[config.mk]
export PLATFORM = sky130hd
export DESIGN_NAME = riscv_mem_arbiter
export DESIGN_NICKNAME = d
export VERILOG_FILES = /design/src/rtl/riscv_mem_arbiter.sv
export SDC_FILE = /design/constraint.sdc
export NUM_CORES = 1
export LEC_CHECK = 0
export CORE_AREA = 2 2 127 129
export DETAILED_ROUTE_END_ITERATION = 8
export DIE_AREA = 0 0 129 131
export PLACE_DENSITY = 0.76
export SLEW_MARGIN = 20
export SYNTH_ARGS = -nofsm -noshare
export SYNTH_HDL_FRONTEND = slang
export SYNTH_SLANG_ARGS = --single-unit
[constraint.sdc]
create_clock -name clk -period 2.7 [get_ports clk]
set_input_delay 0.27 -clock clk [delete_from_list [all_inputs] [get_ports clk]]
set_output_delay 0.27 -clock clk [all_outputs]
set_load 0.03 [all_outputs]
[src/rtl/riscv_mem_arbiter.sv]
// riscv_mem_arbiter
//   Shares the core's single AXI4-lite master port between instruction fetch
//   (read-only) and data load/store. Requesters use a req/ack handshake; this
//   block owns all AXI valid/ready sequencing and keeps at most one
//   transaction outstanding.
//
// Ports
//   clk, reset                  clock, asynchronous active-low reset
//   i_req/i_addr                fetch request, held with address until i_ack
//   i_ack/i_rdata/i_err         one-cycle fetch completion with data/error
//   d_req/d_we/d_addr/d_wdata/d_wstrb
//                               data request (d_we=1 store), held until d_ack
//   d_ack/d_rdata/d_err         one-cycle data completion with data/error
//   ar*/r*/aw*/w*/b*            AXI4-lite master channels
module riscv_mem_arbiter #(
  parameter int unsigned DATA_RUN_MAX = 4,
  parameter logic [2:0]  INST_PROT    = 3'b101,
  parameter logic [2:0]  DATA_PROT    = 3'b000
) (
  input  logic        clk,
  input  logic        reset,
  input  logic        i_req,
  input  logic [31:0] i_addr,
  output logic        i_ack,
  output logic [31:0] i_rdata,
  output logic        i_err,
  input  logic        d_req,
  input  logic        d_we,
  input  logic [31:0] d_addr,
  input  logic [31:0] d_wdata,
  input  logic [3:0]  d_wstrb,
  output logic        d_ack,
  output logic [31:0] d_rdata,
  output logic        d_err,
  output logic        arvalid,
  input  logic        arready,
  output logic [31:0] araddr,
  output logic [2:0]  arprot,
  input  logic        rvalid,
  output logic        rready,
  input  logic [31:0] rdata,
  input  logic [1:0]  rresp,
  output logic        awvalid,
  input  logic        awready,
  output logic [31:0] awaddr,
  output logic [2:0]  awprot,
  output logic        wvalid,
  input  logic        wready,
  output logic [31:0] wdata,
  output logic [3:0]  wstrb,
  input  logic        bvalid,
  output logic        bready,
  input  logic [1:0]  bresp
);

  localparam int unsigned CW = $clog2(DATA_RUN_MAX + 1);

  typedef enum logic [2:0] {
    IDLE,
    RD_ADDR,
    RD_DATA,
    WR_REQ,
    WR_RESP,
    DONE
  } state_t;

  state_t          state_q, state_n;
  logic            owner_inst_q, owner_inst_n;
  logic [31:0]     addr_q, addr_n;
  logic [31:0]     wdata_q, wdata_n;
  logic [3:0]      wstrb_q, wstrb_n;
  logic [2:0]      prot_q, prot_n;
  logic            arvalid_q, arvalid_n;
  logic            awvalid_q, awvalid_n;
  logic            wvalid_q, wvalid_n;
  logic            rready_q, rready_n;
  logic            bready_q, bready_n;
  logic [31:0]     rdata_q, rdata_n;
  logic            err_q, err_n;
  logic [CW-1:0]   run_cnt_q, run_cnt_n;
  logic            run_at_max;

  // OKAY and EXOKAY are both reported as success, so only resp[1] matters.
  logic unused_resp_lsb;
  assign unused_resp_lsb = ^{rresp[0], bresp[0]};

  assign run_at_max = (run_cnt_q == CW'(DATA_RUN_MAX));

  always_ff @(posedge clk or negedge reset) begin
    if (!reset) begin
      state_q      <= IDLE;
      owner_inst_q <= 1'b0;
      addr_q       <= '0;
      wdata_q      <= '0;
      wstrb_q      <= '0;
      prot_q       <= DATA_PROT;
      arvalid_q    <= 1'b0;
      awvalid_q    <= 1'b0;
      wvalid_q     <= 1'b0;
      rready_q     <= 1'b0;
      bready_q     <= 1'b0;
      rdata_q      <= '0;
      err_q        <= 1'b0;
      run_cnt_q    <= '0;
    end else begin
      state_q      <= state_n;
      owner_inst_q <= owner_inst_n;
      addr_q       <= addr_n;
      wdata_q      <= wdata_n;
      wstrb_q      <= wstrb_n;
      prot_q       <= prot_n;
      arvalid_q    <= arvalid_n;
      awvalid_q    <= awvalid_n;
      wvalid_q     <= wvalid_n;
      rready_q     <= rready_n;
      bready_q     <= bready_n;
      rdata_q      <= rdata_n;
      err_q        <= err_n;
      run_cnt_q    <= run_cnt_n;
    end
  end

  always_comb begin
    state_n      = state_q;
    owner_inst_n = owner_inst_q;
    addr_n       = addr_q;
    wdata_n      = wdata_q;
    wstrb_n      = wstrb_q;
    prot_n       = prot_q;
    arvalid_n    = arvalid_q;
    awvalid_n    = awvalid_q;
    wvalid_n     = wvalid_q;
    rready_n     = rready_q;
    bready_n     = bready_q;
    rdata_n      = rdata_q;
    err_n        = err_q;
    run_cnt_n    = run_cnt_q;

    unique case (state_q)
      IDLE: begin
        if (d_req && !(i_req && run_at_max)) begin
          owner_inst_n = 1'b0;
          addr_n       = d_addr;
          prot_n       = DATA_PROT;
          // The guard above means the counter is below its limit whenever a
          // fetch is waiting, so the increment cannot overflow the cap.
          run_cnt_n    = i_req ? run_cnt_q + CW'(1) : '0;
          if (d_we) begin
            wdata_n   = d_wdata;
            wstrb_n   = d_wstrb;
            awvalid_n = 1'b1;
            wvalid_n  = 1'b1;
            state_n   = WR_REQ;
          end else begin
            arvalid_n = 1'b1;
            state_n   = RD_ADDR;
          end
        end else if (i_req) begin
          owner_inst_n = 1'b1;
          addr_n       = i_addr;
          prot_n       = INST_PROT;
          run_cnt_n    = '0;
          arvalid_n    = 1'b1;
          state_n      = RD_ADDR;
        end
      end
      RD_ADDR: begin
        if (arready) begin
          arvalid_n = 1'b0;
          rready_n  = 1'b1;
          state_n   = RD_DATA;
        end
      end
      RD_DATA: begin
        if (rvalid) begin
          rdata_n  = rdata;
          err_n    = rresp[1];
          rready_n = 1'b0;
          state_n  = DONE;
        end
      end
      WR_REQ: begin
        // AW and W complete independently; a channel whose valid already
        // dropped counts as done.
        if (awready) awvalid_n = 1'b0;
        if (wready)  wvalid_n  = 1'b0;
        if ((!awvalid_q || awready) && (!wvalid_q || wready)) begin
          bready_n = 1'b1;
          state_n  = WR_RESP;
        end
      end
      WR_RESP: begin
        if (bvalid) begin
          err_n    = bresp[1];
          bready_n = 1'b0;
          state_n  = DONE;
        end
      end
      DONE: begin
        state_n = IDLE;
      end
      default: begin
        state_n = IDLE;
      end
    endcase
  end

  assign i_ack   = (state_q == DONE) && owner_inst_q;
  assign d_ack   = (state_q == DONE) && !owner_inst_q;
  assign i_rdata = rdata_q;
  assign d_rdata = rdata_q;
  assign i_err   = err_q;
  assign d_err   = err_q;

  assign arvalid = arvalid_q;
  assign araddr  = addr_q;
  assign arprot  = prot_q;
  assign rready  = rready_q;
  assign awvalid = awvalid_q;
  assign awaddr  = addr_q;
  assign awprot  = prot_q;
  assign wvalid  = wvalid_q;
  assign wdata   = wdata_q;
  assign wstrb   = wstrb_q;
  assign bready  = bready_q;

endmodule
# Word-level counts from Yosys, hierarchy flattened
# Cells that the tools add are included.
totals:
  register_bits: 116
  out_inout_bits: 179
op_classes:
  addsub: 1
  n_eq_ne: 16
  n_mux: 36
  n_reduce_logical: 28
op_table:
  columns: ["cell", "count"]
  rows:
  - ["$mux 32", 2]
  - ["$mux 3", 11]
  - ["$ne 2x2->1 const B", 8]
  - ["$mux 1", 15]
  - ["$pmux 3 s5", 1]
  - ["$pmux 1 s2", 6]
  - ["$reduce_and 3->1", 4]
  - ["$reduce_and 4->1", 3]
  - ["$reduce_bool 2->1", 6]
  - ["$eq 3x3->1 const B", 3]
  - ["$eq 3x2->1 const B", 2]
  - ["$ne 3x3->1 const B", 2]
  - ["$logic_and 1x1->1", 5]
  - ["$reduce_and 5->1", 1]
  - ["$logic_not 1->1", 4]
  - ["$reduce_and 2->1", 2]
  - ["$add 3x1->3 const B", 1]
  - ["$eq 3x1->1 const B", 1]
  - ["$logic_not 3->1", 1]
  - ["$logic_or 1x1->1", 2]
  - ["$mux 2", 1]

# Logic depth before layout (Yosys ltp)
logic_depth:
  ltp_word: 6
  ltp_mapped: 8

# Least setup slack after synthesis
# OpenSTA, ideal clock, no wires.
synth_timing:
  kind: "reg2reg"
  from: "register run_cnt_q[0]"
  to: "register wdata_q[13], in the netlist wdata[13]"
  setup_ps: 127
  arrival_time_ps: 1658
  required_ps: 2573
  setup_slack_ps: 915
  path_stages_with_launch: 9
  n_path_buf: 3
  period_less_slack_ps: 1785
  path_cell_list: "dfrtp_1 -> inv_1 -> ha_1 -> and3_1 -> buf_6 -> nor3b_2 -> buf_6 -> buf_6 -> mux2_1"
synth_via:
  elab_chain_len: 5
synth_lines:
  columns: ["item", "line", "text"]
  rows:
  - ["start, declared", "80", "logic [CW-1:0] run_cnt_q, run_cnt_n;"]
  - ["start signal, assigned", "119", "run_cnt_q <= run_cnt_n;"]
  - ["$eq 3x3->1", "87", "assign run_at_max = (run_cnt_q == CW'(DATA_RUN_MAX));"]
  - ["$logic_and 1x1->1", "141", "if (d_req && !(i_req && run_at_max)) begin"]
  - ["$logic_not 1->1", "141", null]
  - ["$logic_and 1x1->1", "141", null]
  - ["$reduce_and 3->1 (no line)", null, null]
  - ["end signal, assigned", "109", "wdata_q <= wdata_n;"]
  - ["end, declared", "70", "logic [31:0] wdata_q, wdata_n;"]
# No other way between the ends.
# A chain may end at the register's enable or synchronous reset.

# Final worst setup path
layout_timing:
  from: "register state_q[2]"
  to: "output d_ack"
layout_via:
  elab_chain_len: 2
layout_lines:
  columns: ["item", "line", "text"]
  rows:
  - ["start, declared", "67", "state_t state_q, state_n;"]
  - ["start signal, assigned", "106", "state_q <= state_n;"]
  - ["$eq 3x3->1", "209", "assign d_ack = (state_q == DONE) && !owner_inst_q;"]
  - ["$logic_and 1x1->1", "209", null]
  - ["end, declared", "32", "output logic d_ack,"]
# No other way between the ends.

==> metrics.md <==
| Metric | Value |
|---|---|
| Dpl ws | 0.553 ns |
| FFs w/ async S/R, synth | 100% |
| Crit-path cells | nor2b_1, nand2_1, nor2_1, clkdlybuf4s50_1 |
| Setup Skew | 0.00630 ns |
| Via Count | 4714 |
| Die Y | 131 µm |
| Worst slew pin tran | 0.843 ns |
| RSZ-0062 raised after global routing | no |
| CTS sink cnt | 113 |
| Pleak | 3.57 nW |
| # setup viols final | 0 |
| Starting Density | 35.0% |
| Synthesized area per cell | 11.2 µm² |
| PwrDens | 1410 nW/µm² |
| Post-layout minimum cycle time | 2.36 ns |
| Post-Syn Area | 5460 µm² |
| Fin nets | 883 |
| Number of max-cap violations | 0 |
| Setup bufs post-CTS | 0 |
| Initial antenna violation count | 0 |
| Vias in the first global route | 4809 |
| Area grow syn2layout | 62.8% |
| Final Hold Fails | 0 |
| HP Class | input pin to asynchronous set/reset pin |
| Mux cell area share after synthesis | 14.4% |
| Grt ovf | 0 |
| Share of cells above drive strength 1 | 13.9% |
| Seq cells post-synth | 113 |
| Total GRT Usage | 18.8% |
| Antenna-violating nets left | 0 |
| Clk_lat worst skew | 0.40 ns |
| Post-synth top area cell | dfrtp_1 |
| VDD IR-drop max | 0.000756 V |
| Die area | 16900 µm² |
| Crit end category | primary output |
| Root buffer cell | clkbuf_16 |
| Final period util | 87.3% |
| CTS Buf Count | 17 |
| Hold_buf cts | 1 |
| Top post-synthesis cells by area | dfrtp_1, mux2_2, buf_4 |
| Req. time, crit path | 2.43 ns |
| Critical path class | flip-flop to primary output |
| Synth warn | 0 |
| Total Routed Length | 16200 µm |
| Critical Path Max Stage Delay | 0.71 ns |
| Largest family of logic cells by synthesized area | multiplexers |
| Die width | 129 µm |
| Routed wire per std cell | 16.8 µm |
| Fmax | 424 MHz |
| CP max stage cell | clkdlybuf4s50_1 |
| Synth Area in XOR/XNOR | 0% |
| Ports | 325 |
| Synth top cells by count | dfrtp_1, buf_4, mux2_2 |
| First-pass GRT wire length | 24500 µm |
| Setup ws final | 0.344 ns |
| Post-CTS Resized | 0 |
| FILL cells | 1327 |
| Critical path buffers and inverters | 1 |
| Pins Over Slew Limit | 0 |
| Post-synthesis simple-gate area fraction | 6.81% |
| Synth Flop Type | dfrtp_1 |
| CP Data Arrival Time | 2.09 ns |
| Core area | 15600 µm² |
| Placement Rows | 46 |
| Post-synth EDFFs | 0 |
| Synthesized instance count | 488 |
| Largest net degree at the start of global routing | 73 |
| Placer congestion estimate | 0.807 |
| Most numerous cell in the Yosys netlist | dfrtp_1 |
| CP Max Fanout | 11 |
| Initial DRC Count | 207 |
| CTS tree | done |
| Compound-Gate Fraction of Synth Area | 12.4% |
| Via/cell ratio | 4.89 |
| CP top delay family | buffers and inverters |
| Post-placement cell count | 931 |
| # DRC | 0 |
| Status | complete, no violations |
| Clk slew on worst S/H paths | 0.06 ns |
| IO Port Bufs | 320 |
| Post-synth top area share | 51.8% |
| First-pass DRT Iterations | 5 |
| Setup TNS Final | 0 ns |
| Synth unique cells | 40 |
| Dpl hpwl | 12300 µm |
| Slew HR | 43.7% |
| Adder-Cell Fraction of Synth Area | 0.458% |
| Post-synthesis sequential area ratio | 51.8% |
| ANT cells | 0 |
| H-tree depth | 4 |
| Final std cells w/o fill | 964 |
| CP Launch Type | flip-flop |
| CTS max path bufs | 2 |
## logic make-up after synthesis
group / after synthesis
AO/OA/AOI/OAI: 117
adder cells (fa/ha/maj): 2
buffers and inverters: 117
flip-flops: 113
multiplexers: 70
other: 1
AND/OR/NAND/NOR: 68
## metrics by stage
stage,hold slack (ns),utilization (%),total power [mW],instance area [µm²]
global route,0.419,57.0,13.2,8890
global placement,0.287,53.6,10.5,8360
finish,0.397,57.0,12.5,8890
CTS,0.412,57.0,12.6,8890
detailed placement,0.294,53.6,10.6,8360
floorplan,-0.0256,-,7.96,5460
## registers in the layout (all words and copies together), names as in the netlist
name and flops:
rready 1, arvalid 1, d_err 1, wdata 32, run_cnt_q 3, arprot 1, awvalid 1, bready 1
araddr 32, state_q 3, wvalid 1, d_rdata 32, wstrb 4
## power by group
group	internal, mW	switching (mW)	total [mW]
logic	3.20	4.10	7.31
clock network	1.16	0.792	1.96
registers	2.55	0.698	3.25
total	6.92	5.59	12.5
## cells in the final DEF, fill, tap and decap left out, types with 3 or more instances in the layout
cell type | netlist | final
dfrtp_1 | 113 | 113
mux2_1 | 18 | 18
clkinvlp_4 | 0 | 3
o21ai_0 | 33 | 33
nand3_1 | 33 | 33
nor2_1 | 4 | 4
clkdlybuf4s50_1 | 0 | 319
nand2_1 | 8 | 8
inv_1 | 9 | 9
clkbuf_16 | 0 | 17
clkinv_2 | 0 | 7
mux2_2 | 52 | 52
a31oi_1 | 38 | 38
nand2b_1 | 4 | 4
buf_4 | 74 | 13
a21oi_1 | 35 | 35
nor2b_1 | 4 | 4
## worst register-to-register path: stages (launching register included)
cell and delay, ns:
dfrtp_1 0.55, nor3_2 0.37, nor3b_4 0.30, buf_12 0.25, mux2_2 0.38
## area by class of cell
cell class                      instances  area (µm²)  area share [%]
Clock buffer                           18         429            4.83
Sequential cell                       113        2830            31.8
Multi-Input combinational cell        259        1890            21.3
Timing Repair Buffer                  335        3340            37.6
Inverter                                9        33.8           0.380
Clock inverter                         14        92.6            1.04
Tap cell                              216         270            3.04
## worst paths after layout
| path | from | to | slack, ns | cells after the start |
|---|---|---|---|---|
| min in group clk | rresp[1] | d_err | 0.42 | 3 |
| hold reg to reg | wdata[24] | wdata[24] | 0.49 | 1 |
| setup reg to reg | state_q[1] | wdata[1] | 0.72 | 4 |
| max in group asynchronous | reset | d_rdata[20] | 1.50 | 3 |
| hold / removal | reset | araddr[10] | 0.40 | 2 |
| setup / recovery | state_q[2] | d_ack | 0.34 | 4 |
## routing by layer
layer  vias to the layer above  global-route usage [%]  part of all wire [%]
met5                         -                       0                     0
met4                         0                    6.59                   2.0
met3                        26                    5.58                   8.3
met2                       266                    35.6                    54
met1                      2265                    19.8                    36
li1                       2157                       -                     -
Note: power is estimated with default switching activity, not from simulation.
